===== config.mk =====
export PLATFORM = sky130hd
export DESIGN_NAME = ram512_arbiter
export DESIGN_NICKNAME = d
export VERILOG_FILES = /design/src/rtl/ram512_arbiter.sv
export SDC_FILE = /design/constraint.sdc
export NUM_CORES = 1
export LEC_CHECK = 0
export CAP_MARGIN = 30
export CORE_AREA = 2 2 88 65
export CTS_BUF_LIST = sky130_fd_sc_hd__clkbuf_4
export DETAILED_ROUTE_END_ITERATION = 16
export DIE_AREA = 0 0 90 67
export PLACE_DENSITY = 0.81
export RECOVER_POWER = 100
export SLEW_MARGIN = 10
export SYNTH_ARGS = -nofsm -noshare
export SYNTH_HDL_FRONTEND = slang
export SYNTH_SLANG_ARGS = --single-unit

===== constraint.sdc =====
create_clock -name clk -period 1.4 [get_ports clk]
set_input_delay 0.28 -clock clk [delete_from_list [all_inputs] [get_ports clk]]
set_output_delay 0.28 -clock clk [all_outputs]
set_load 0.01 [all_outputs]

===== src/rtl/ram512_arbiter.sv =====
// rtl/ram512_arbiter.sv - round-robin two-port front end and clear sequencer for RAM512
module ram512_arbiter (
  input  logic        clk,
  input  logic        rst_n,
  input  logic        req0_valid,
  input  logic        req0_we,
  input  logic [8:0]  req0_addr,
  input  logic [15:0] req0_wdata,
  output logic        req0_ready,
  input  logic        req1_valid,
  input  logic        req1_we,
  input  logic [8:0]  req1_addr,
  input  logic [15:0] req1_wdata,
  output logic        req1_ready,
  output logic        rsp0_valid,
  output logic        rsp1_valid,
  output logic [15:0] rsp_rdata,
  input  logic        clear_start,
  output logic        busy,
  output logic        clear_done,
  output logic [15:0] mem_in,
  output logic        mem_load,
  output logic [8:0]  mem_address,
  input  logic [15:0] mem_out
);

  typedef enum logic {ARB = 1'b0, CLEAR = 1'b1} state_t;

  state_t      state;
  state_t      state_nx;
  logic        ptr;
  logic [8:0]  cnt;
  logic        grant0;
  logic        grant1;

  always_ff @(posedge clk or negedge rst_n) begin
    if (!rst_n) state <= ARB;
    else        state <= state_nx;
  end

  always_comb begin
    state_nx = state;
    case (state)
      ARB:     if (clear_start) state_nx = CLEAR;
      CLEAR:   if (cnt == 9'd511) state_nx = ARB;
      default: state_nx = ARB;
    endcase
  end

  // Grants are gated by rst_n so nothing reaches the RAM while reset is held.
  always_comb begin
    grant0      = 1'b0;
    grant1      = 1'b0;
    mem_in      = 16'h0000;
    mem_load    = 1'b0;
    mem_address = 9'd0;
    if (rst_n) begin
      case (state)
        ARB: begin
          grant0 = req0_valid & (~req1_valid | ~ptr);
          grant1 = req1_valid & (~req0_valid | ptr);
          if (grant0) begin
            mem_in      = req0_wdata;
            mem_load    = req0_we;
            mem_address = req0_addr;
          end else if (grant1) begin
            mem_in      = req1_wdata;
            mem_load    = req1_we;
            mem_address = req1_addr;
          end
        end
        CLEAR: begin
          mem_load    = 1'b1;
          mem_address = cnt;
        end
        default: ;
      endcase
    end
  end

  assign req0_ready = grant0;
  assign req1_ready = grant1;

  always_ff @(posedge clk or negedge rst_n) begin
    if (!rst_n) begin
      ptr        <= 1'b0;
      cnt        <= 9'd0;
      rsp0_valid <= 1'b0;
      rsp1_valid <= 1'b0;
      rsp_rdata  <= 16'h0000;
      busy       <= 1'b0;
      clear_done <= 1'b0;
    end else begin
      if (grant0)      ptr <= 1'b1;
      else if (grant1) ptr <= 1'b0;
      cnt        <= (state == CLEAR) ? cnt + 9'd1 : 9'd0;
      rsp0_valid <= grant0 & ~req0_we;
      rsp1_valid <= grant1 & ~req1_we;
      if ((grant0 & ~req0_we) | (grant1 & ~req1_we)) rsp_rdata <= mem_out;
      busy       <= (state_nx == CLEAR);
      clear_done <= (state == CLEAR) && (state_nx == ARB);
    end
  end

endmodule


==> flow_summary.json <==
{
  "hold_depth": 1,
  "grt_remaining_overflow": 0,
  "setup_ws_ns": -0.588,
  "first_pass_iters": 4,
  "crit_start": "busy",
  "core_sq_um": 5120,
  "worst-slew-pin-transition_ns": 0.896,
  "synth_edf_count": 0,
  "nFillCells": 409,
  "synth_area_leaders": "dfrtp_1 (49%), a22o_1 (9.1%), mux2_1 (7.3%), a221oi_1 (5.7%), mux2_2 (4.4%)",
  "drcViolationCount": 0,
  "p_per_area_nw_per_um2": 625,
  "synthArstFlopShare_pct": 100,
  "track_usage_pct": 21.0,
  "crit_fanout": 4,
  "fin_nets": 387,
  "cp.required_ns": 1.12,
  "clk_pin_slew_ns": 0.10,
  "stdcell_count": 385,
  "chipHeight_microns": 67,
  "seqCellArea_sq_um": 753,
  "vias_per_cell": 4.84,
  "cp_slowest_cell": "dfrtp_2",
  "hp-class": "reg -> reg",
  "initial_core_util_pct": 30.2,
  "ir_drop_uv": 477,
  "r2r-end": "rsp_rdata[6]",
  "crit_chain": "nor2b_4 > buf_6 > nand2_8 > clkinvlp_4 > buf_6 > buf_6 > a22o_1 > buf_2",
  "violations": "setup timing",
  "grt_pass1_wl_mm": 9.96,
  "max-cap-violations": 0,
  "cts_buffers": 5,
  "syn-cell-area_sq_um": 1550,
  "hold_viol_final": 0,
  "synth_top_cell_by_area": "dfrtp_1",
  "first_global_vias": 1961,
  "synthFlopType": "dfrtp_1",
  "min_period_ns": 1.99,
  "worstSetupEndpoint": "mem_in[1]",
  "p_leak_nw": 1.67,
  "setup_violations": 45,
  "netlist_top_cells_count": "dfrtp_1 (30), a22o_1 (16), nor2_1 (16)",
  "cp_top_family": "buffers and inverters",
  "setup.worst_path.class": "reg -> out",
  "vias": 1862,
  "drive_gt1_share_pct": 38.3,
  "grt_max_degree": 17,
  "worstPathArrival_ns": 1.71,
  "fin_crit_sh_pct": 142,
  "synth_nets": 217,
  "reg2reg_depth": 9,
  "synth_cells": 142,
  "clock_skew_ns": 0.00495,
  "endpoint_kind": "output pin",
  "utilization_pct": 67.0,
  "ys.warnings.count": 0,
  "dieWidth_microns": 90,
  "dp.cells": 353,
  "cts-root-buf": "clkbuf_4",
  "ctsLongestPathBuffers": 2,
  "path_buf_inv": 5,
  "place.gp.congestion": 0.790,
  "dp_hpwl_mm": 4.10,
  "syn_area_per_cell_sq_um": 10.9,
  "drv_slew": 0,
  "ff2ff_setup_slack_ns": -0.47,
  "syn2layout_area_growth_pct": 122,
  "drtIter0Drc": 113,
  "r2r-start": "busy",
  "diodes": 0,
  "slowest_delay_ns": 0.40,
  "synth.most_common_cell": "dfrtp_1",
  "port_buffers": 120,
  "grt_setup_unrepaired": "true",
  "ant_nets": 0,
  "io_pins": 121,
  "antenna_found_initial": 0,
  "cts_sinks": 30,
  "path_common_cell": "buf_6",
  "ys_seq_area_share_pct": 48.5,
  "cp-start-kind": "flop",
  "rows": 22,
  "detail_route.wl_per_cell_microns": 16.0,
  "ys_ff_latch": 30,
  "cts_tree": "built",
  "slew_headroom_pct": 40.3,
  "wirelength_mm": 6.17,
  "path_depth": 8,
  "synth_top_area_share_pct": 48.5,
  "die_area_sq_um": 6030,
  "multi_input_area_sq_um": 930,
  "htreeDepth": 2,
  "insertion_delay_ns": 0.33,
  "ys_types": 28,
  "status": "finished, violations left",
  "fmax_ghz": 0.503,
  "min_from": "cnt[0]"
}
worst register-to-register path: cells and delay by family, from the launching register on:
kind                   cells  cell delay [ns]
buffers and inverters      5             0.64
flip-flops                 1             0.44
AO/OA/AOI/OAI              1             0.17
AND/OR/NAND/NOR            2             0.22
multiplexers               1             0.30
placed cells by master (no fill, tap or decap), types with 4 or more instances in the layout:
cell type and n:
nand2_1 5, a22o_1 16, dfrtp_1 28, clkbuf_4 5
nand3_1 4, clkbuf_1 6, a221oi_2 7, buf_6 24
dlygate4sd2_1 21, buf_4 18, o21ai_0 11, clkdlybuf4s50_1 69
buf_2 25, nor2_1 15, mux2_4 16
metal layers:
| metal | global-route usage, % | routed length (microns) | up-vias |
|---|---|---|---|
| li1 | - | - | 869 |
| met1 | 25.9 | 2660 | 901 |
| met2 | 38.0 | 3050 | 82 |
| met3 | 5.77 | 403 | 10 |
| met4 | 3.08 | 62 | 0 |
| met5 | 0 | 0 | - |
state kept, by name (all words and copies together) (netlist names):
signal,flops
rsp_rdata,16
cnt,9
busy,1
clear_done,1
ptr,1
rsp0_valid,1
rsp1_valid,1
area by class of cell:
type | count | share of cell area (%)
multi-input combinational | 101 | 27.1
timing repair inverter | 2 | 0.547
tap | 72 | 2.63
sequential | 30 | 22.0
clock buffer | 5 | 1.09
timing repair buffer | 169 | 44.0
clock inverter | 3 | 1.86
inverter | 3 | 0.766
power breakdown:
group | switching [mW] | internal, mW | total (mW)
combinational | 0.129 | 0.255 | 0.385
clock | 0.313 | 0.550 | 0.864
sequential | 0.0113 | 0.885 | 0.897
total | 0.454 | 1.69 | 2.15
cells by family (layout without fill, tap and decap cells):
family / Yosys count / after routing / synth area share [%]
flops: 30 / 30 / 48.5
simple gates: 38 / 38 / 12.0
compound gates: 41 / 41 / 20.7
mux: 16 / 16 / 11.6
buf+inv: 11 / 182 / 3.31
fa+ha+maj: 2 / 2 / 1.62
xor+xnor: 4 / 4 / 2.26
how the worst min path moves through the flow:
stage	slack, ns	end
after floorplan	-0.02	busy
after global placement	0.30	cnt[3]
after detailed placement	0.30	cnt[6]
after CTS	0.13	rsp_rdata[7]
after global routing	0.48	cnt[0]
final	0.47	cnt[0]
per-stage QoR:
stage / hold WS, ns / setup WS [ns] / total power, mW / setup TNS (ns) / instance area (sq um)
2_1_floorplan: -0.0156 / -0.201 / 0.966 / -3.77 / 1590
3_3_place_gp: 0.305 / -0.932 / 1.26 / -34.68 / 3050
3_5_place_dp: 0.304 / -1.03 / 1.27 / -37.49 / 3050
4_1_cts: 0.131 / -0.632 / 2.15 / -21.07 / 3440
5_1_grt: 0.478 / -0.668 / 2.23 / -23.93 / 3430
6_report: 0.467 / -0.588 / 2.15 / -20.92 / 3430
repair_timing:
item	4_1_cts	5_1_grt
setup endpoints to repair	64	48
gates resized for setup	197	19
hold buffers	1	0
gates cloned	3	0
hold endpoints to repair	14	0
setup buffers	22	4
pin swaps	18	12
Note: power is estimated with default switching activity, not from simulation.
